==> config.mk <==
export PLATFORM = sky130hd
export DESIGN_NAME = top_calc
export DESIGN_NICKNAME = d
export VERILOG_FILES = /design/src/rtl/top_calc_pkg.sv /design/src/rtl/mult_u.sv /design/src/rtl/top_calc.sv
export SDC_FILE = /design/constraint.sdc
export NUM_CORES = 1
export LEC_CHECK = 0
export CAP_MARGIN = 15
export CORE_ASPECT_RATIO = 1.25
export CORE_UTILIZATION = 40
export DETAILED_ROUTE_END_ITERATION = 8
export RECOVER_POWER = 100
export SLEW_MARGIN = 25
export SYNTH_ARGS = -nofsm -noshare
export SYNTH_HDL_FRONTEND = slang
export SYNTH_SLANG_ARGS = --single-unit
==> constraint.sdc <==
create_clock -name sys_clk -period 13.05 [get_ports sys_clk]
set_input_delay 1.305 -clock sys_clk [delete_from_list [all_inputs] [get_ports sys_clk]]
set_output_delay 1.305 -clock sys_clk [all_outputs]
set_load 0.1 [all_outputs]
==> src/rtl/top_calc_pkg.sv <==
// Shared constants for the (A+B)*(C+D) pipeline: operand width and the
// derived result width, sized so the full product always fits.
package top_calc_pkg;

  localparam int unsigned CALC_DW = 8;
  localparam int unsigned CALC_SW = CALC_DW + 1;
  localparam int unsigned CALC_YW = 2 * CALC_SW;

endpackage

==> src/rtl/mult_u.sv <==
// Stateless unsigned shift-and-add multiplier; the product is full width,
// so it never truncates.
module mult_u #(
  parameter int unsigned W = 9
) (
  input  logic [W-1:0]   a,
  input  logic [W-1:0]   b,
  output logic [2*W-1:0] p
);

  logic [2*W-1:0] a_ext;

  assign a_ext = {{W{1'b0}}, a};

  always_comb begin
    p = '0;
    for (int unsigned i = 0; i < W; i++) begin
      if (b[i]) begin
        p = p + (a_ext << i);
      end
    end
  end

endmodule

==> src/rtl/top_calc.sv <==
// Two-stage pipeline computing Y = (A+B)*(C+D): stage 1 registers the sums,
// stage 2 registers the product. One result per cycle, no back-pressure.
module top_calc
  import top_calc_pkg::*;
#(
  parameter  int unsigned DW = CALC_DW,
  localparam int unsigned YW = 2 * (DW + 1)
) (
  input  logic          sys_clk,
  input  logic          sys_rst,
  input  logic          in_vld,
  input  logic [DW-1:0] A,
  input  logic [DW-1:0] B,
  input  logic [DW-1:0] C,
  input  logic [DW-1:0] D,
  output logic [YW-1:0] Y,
  output logic          out_vld
);

  localparam int unsigned SW = DW + 1;

  logic [SW-1:0] s0;
  logic [SW-1:0] s1;
  logic          s_vld;
  logic [YW-1:0] prod;

  mult_u #(.W(SW)) u_mult (
    .a (s0),
    .b (s1),
    .p (prod)
  );

  always_ff @(posedge sys_clk) begin
    if (sys_rst) begin
      s0      <= '0;
      s1      <= '0;
      s_vld   <= 1'b0;
      Y       <= '0;
      out_vld <= 1'b0;
    end else begin
      s_vld   <= in_vld;
      out_vld <= s_vld;
      // Sums and product only move with their valid; otherwise they hold.
      if (in_vld) begin
        s0 <= {1'b0, A} + {1'b0, B};
        s1 <= {1'b0, C} + {1'b0, D};
      end
      if (s_vld) begin
        Y <= prod;
      end
    end
  end

endmodule

Word-level counts from Yosys, hierarchy flattened
Index checks and enable logic that the tools add are counted.
Widths: inputs -> output; s select.
- latch bits: 0
- word-level logic and storage cells: 24
- flip-flop bits (word level): 38
- output and inout bits: 19
- memory bits (writable): 0
- memories kept: 0
- memory bits (read-only): 0
- magnitude comparators: 0
- reduce and logical (&&, ||, !) cells: 0
- multipliers: 0
- bitwise gates (word level): 0
- divide/modulo/power cells: 0
- shift operators: 0
- eq/ne operators: 0
- mux-type cells: 9
- add/subtract/negate cells: 10
- operator list (kind ; number):
    $mux 18 ; 8
    $add 18x10->18 ; 1
    $add 18x11->18 ; 1
    $add 18x12->18 ; 1
    $add 18x13->18 ; 1
    $add 18x14->18 ; 1
    $add 18x15->18 ; 1
    $add 18x16->18 ; 1
    $add 18x17->18 ; 1
    $add 8x8->9 ; 2
    $mux 9 ; 1

Longest topological paths before layout
- depth after elaboration: 17
- depth in mapped cells: 55
- depth with buffers taken out: 54

Cells and area by module
A second synthesis with hierarchy kept.
- cell total of the unflattened synthesis: 805
- area, all modules: 6134.6 um^2
- modules (own cells, without submodules) (module ; area each (um^2) ; times used ; cells each):
    mult_u ; 4122.7 ; 1 ; 590
    top_calc ; 2011.9 ; 1 ; 215

Least setup slack after synthesis
Ideal clock, no wire load.
- path kind: flip-flop to flip-flop
- start point: reg s0[1]
- end point: reg Y[16]
- buffers on the path: 0
- required time: 12.964 ns
- slack: 3.261 ns
- arrival time: 9.703 ns
- stages on the path, launching flop included: 48
- cells stage by stage: dfxtp_1 and2_1 ha_1 fa_1 o211ai_2 a21boi_1 o21a_1 o31ai_1 ha_1 o21a_1 o31a_1 or4b_1 nand4_1 o31a_1 ha_1 a211o_1 a21o_1 o211ai_1 [12 not listed] nor3_1 ha_1 or2_2 o31a_1 and3_1 o21ai_0 o21a_1 ha_1 nor3_1 a211o_1 xnor2_1 mux2_2 ha_1 nand2_1 o21ai_0 xor2_1 mux2i_1 a211oi_1
- longest elaborated chain between the ends: 17
- RTL lines (element ; line ; source):
    start, declared ; top_calc.sv:22 ; logic [SW-1:0] s0;
    start signal, assigned ; top_calc.sv:45 ; s0 <= {1'b0, A} + {1'b0, B};
    $mux 9 ; mult_u.sv:18 ; if (b[i]) begin
    $add 18x10->18 ; mult_u.sv:19 ; p = p + (a_ext << i);
    $mux 18 ; mult_u.sv:18 ;
    $add 18x11->18 ; mult_u.sv:19 ;
    $mux 18 ; mult_u.sv:18 ;
    $add 18x12->18 ; mult_u.sv:19 ;
    $mux 18 ; mult_u.sv:18 ;
    $add 18x13->18 ; mult_u.sv:19 ;
    $mux 18 ; mult_u.sv:18 ;
    $add 18x14->18 ; mult_u.sv:19 ;
    $mux 18 ; mult_u.sv:18 ;
    $add 18x15->18 ; mult_u.sv:19 ;
    $mux 18 ; mult_u.sv:18 ;
    $add 18x16->18 ; mult_u.sv:19 ;
    $mux 18 ; mult_u.sv:18 ;
    $add 18x17->18 ; mult_u.sv:19 ;
    $mux 18 (*) ; mult_u.sv:18 ;
    end signal, assigned ; top_calc.sv:49 ; Y <= prod;
    end, declared ; top_calc.sv:16 ; output logic [YW-1:0] Y,
Mark *: on every way between the ends. The rest lies on a longest branch, timed or not.
A chain may end at the register's enable or synchronous reset.

Worst setup path after layout
- start point: reg s0[1]
- end point: reg Y[17]
The elaborated chain is that of the path after synthesis.

==> out/metrics.yaml <==
status:
  outcome: "finished, violations left"
  violations: "DRC, capacitance limit, slew limit"
clock_tree:
  cts_sinks: 38
  root_buffer: "clkbuf_16"
  cts_buffer_depth: 2
  cts_max_level: 2
  cts_hold_buf: 0
  clkTransAtPathRegs_ns: 0.06
  post_cts_resized: 0
  cts_tree: "built"
  post_cts_buffers: 0
  cts_made_buffers: 5
  worstSkewPairLatency_ns: 0.28
timing:
  final.period_utilization_pct: 87.5
  rsz0062_at_grt: "false"
  period_minus_slack_ns: 11.42
  hold_slack_ns: 0.488
  fmax_ghz: 0.0875
  slew_violations: 40
  max-slew-margin-rel_pct: -21.7
  fin_setup_tns_ns: 0
  setup_violations: 0
  hold_viol: 0
  worst_pin_slew_ns: 1.83
  clock_skew_ns: 0.00294
logic_synthesis:
  syn_avg_cell_area_um2: 7.66
  yosys_most_used_dff: "dfxtp_1"
  ys_seq_area_share_pct: 12.7
  syn_nets: 921
  synth_cell_types: 77
  synthCells: 783
  synth_edf_count: 0
  async_reset_ff_share_pct: 0
  syn-cell-area_um2: 6000
  ys_ff_latch: 38
  yosysWarningCount: 0
place:
  hpwl_um: 13200
  place_area_um2: 6700
  dpl.cell_count: 995
  io_buffers: 53
  gp_congestion: 0.844
grt:
  antenna_found_initial: 0
  grtUsageTotal_pct: 22.3
  grt_max_degree: 40
  grt_overflow: 0
  grt_pass1_wl_um: 28500
  grt_pass1_vias: 5871
run:
  maxCapViolCount: 1
worst_setup_path:
  cp-startpoint: "s0[1]"
  reg2reg_slack_ns: 1.63
  cp.required_ns: 13.15
  cp-end-kind: "flop"
  reg2reg_from: "s0[1]"
  path_common_cell: "ha_1"
  path_class: "reg2reg"
  crit_path_start_kind: "flop"
  crit_arrival_ns: 11.52
  path_buf_inv: 1
  crit_slowest_cell: "dfxtp_1"
  cpPeakStageDelay_ns: 0.53
  worst-path-max-fanout: 13
  crit_family: "compound AO/OA/AOI/OAI gates"
power:
  clkPwrFrac_pct: 23.0
  power_density_nw_per_um2: 102
  seqPwrFrac_pct: 21.9
  irDropWorstVdd_uv: 82.9
  leakagePower_nw: 3.25
  p_int_mw: 0.398
  switching_share_pct: 43.0
  combPwrFrac_pct: 55.2
  p_sw_mw: 0.301
finish:
  syn2layout_area_growth_pct: 14.8
  mostFrequentLayoutCells: "93 x ha_1, 76 x nor2_1, 63 x a21oi_1"
  layout_commonest_cell: "ha_1"
  drive_gt1_share_pct: 4.36
  final_cell_count_no_fill: 1003
  fin_area_um2: 6880
  fin_nets: 962
  n_antenna_cell: 0
floorplan:
  die_h_um: 139
  pin_count: 54
  rows: 49
  initial_core_util_pct: 41.3
  die_x_um: 112
  fp.dieArea_um2: 15500
  coreArea_um2: 14500
routing:
  drtIter0Drc: 346
  drt_wl_total_um: 17000
  wire_per_inst_um: 16.9
  vias: 5874
  drc: 2
  drtAntennaViolNets: 0
  via_per_inst: 5.86
  drt_pass1_iterations: 7
min_path:
  hold_path.class: "reg2reg"
  hold_path.startpoint: "Y[0]"
[power by group through the flow]
stage | combinational (mW) | sequential, mW | clock [mW]
finish | 0.386 | 0.153 | 0.161
global route | 0.428 | 0.155 | 0.167
CTS | 0.388 | 0.153 | 0.161
detailed placement | 0.384 | 0.155 | 0
global placement | 0.377 | 0.155 | 0
floorplan | 0.275 | 0.172 | 0
[path summary, 6_finish.rpt]
path                end  cells past startpoint
hold reg to reg    Y[0]                      2
hold / removal     Y[0]                      2
setup reg to reg  Y[17]                     49
setup / recovery  Y[17]                     49
[registers in the layout, indices dropped and copies added (netlist names)]
name and cells:
Y 18, s0 9, s1 9, out_vld 1
s_vld 1
[Yosys cell counts, types with 20 or more instances]
master,instances,share of area [%]
o21ai_0,42,3.5
nor2_1,76,4.8
a21o_1,28,3.5
a21oi_1,63,5.3
ha_1,93,19
nand2_1,56,3.5
xnor2_1,25,3.7
inv_1,44,2.8
mux2i_1,21,3.5
dfxtp_1,38,13
clkbuf_1,20,1.3
[worst min-delay path, stage by stage (launching register included)]
cell      delay (ns)
dfxtp_1         0.32
nand2b_1        0.07
a21oi_1         0.05
[layer usage]
metal	vias to the layer above	global-route usage [%]	share of wire, %
met2	128	40.4	49
li1	2949	-	-
met3	26	2.05	3.9
met5	-	0	0
met1	2771	28.5	45
met4	0	4.55	1.6
[metrics by stage]
stage	setup slack (ns)	power, mW	utilization [%]
after floorplan	3.26	0.448	-
final	1.63	0.699	47.4
after CTS	2.01	0.702	47.5
after global routing	0.594	0.751	47.4
after global placement	2.21	0.532	46.1
after detailed placement	2.07	0.539	46.1
[cell families (layout without fill, tap and decap cells)]
family,count (synthesis),in the layout,share of synthesized area (%)
AO/OA/AOI/OAI,250,250,28.1
XOR/XNOR,42,42,6.13
adder cells (fa/ha/maj),104,104,22.9
buffers and inverters,75,117,4.78
flip-flops,38,38,12.7
multiplexers,32,32,5.76
AND/OR/NAND/NOR,242,242,19.7
[area by class of cell]
cell class | count | area [µm²]
Fill cell | 1448 | 7650
Sequential cell | 38 | 761
Clock inverter | 3 | 68.8
Clock buffer | 5 | 125
Multi-Input combinational cell | 670 | 4940
Timing Repair Buffer | 60 | 579
Inverter | 49 | 184
Tap cell | 178 | 223
Power figures use the tool's default switching activity.
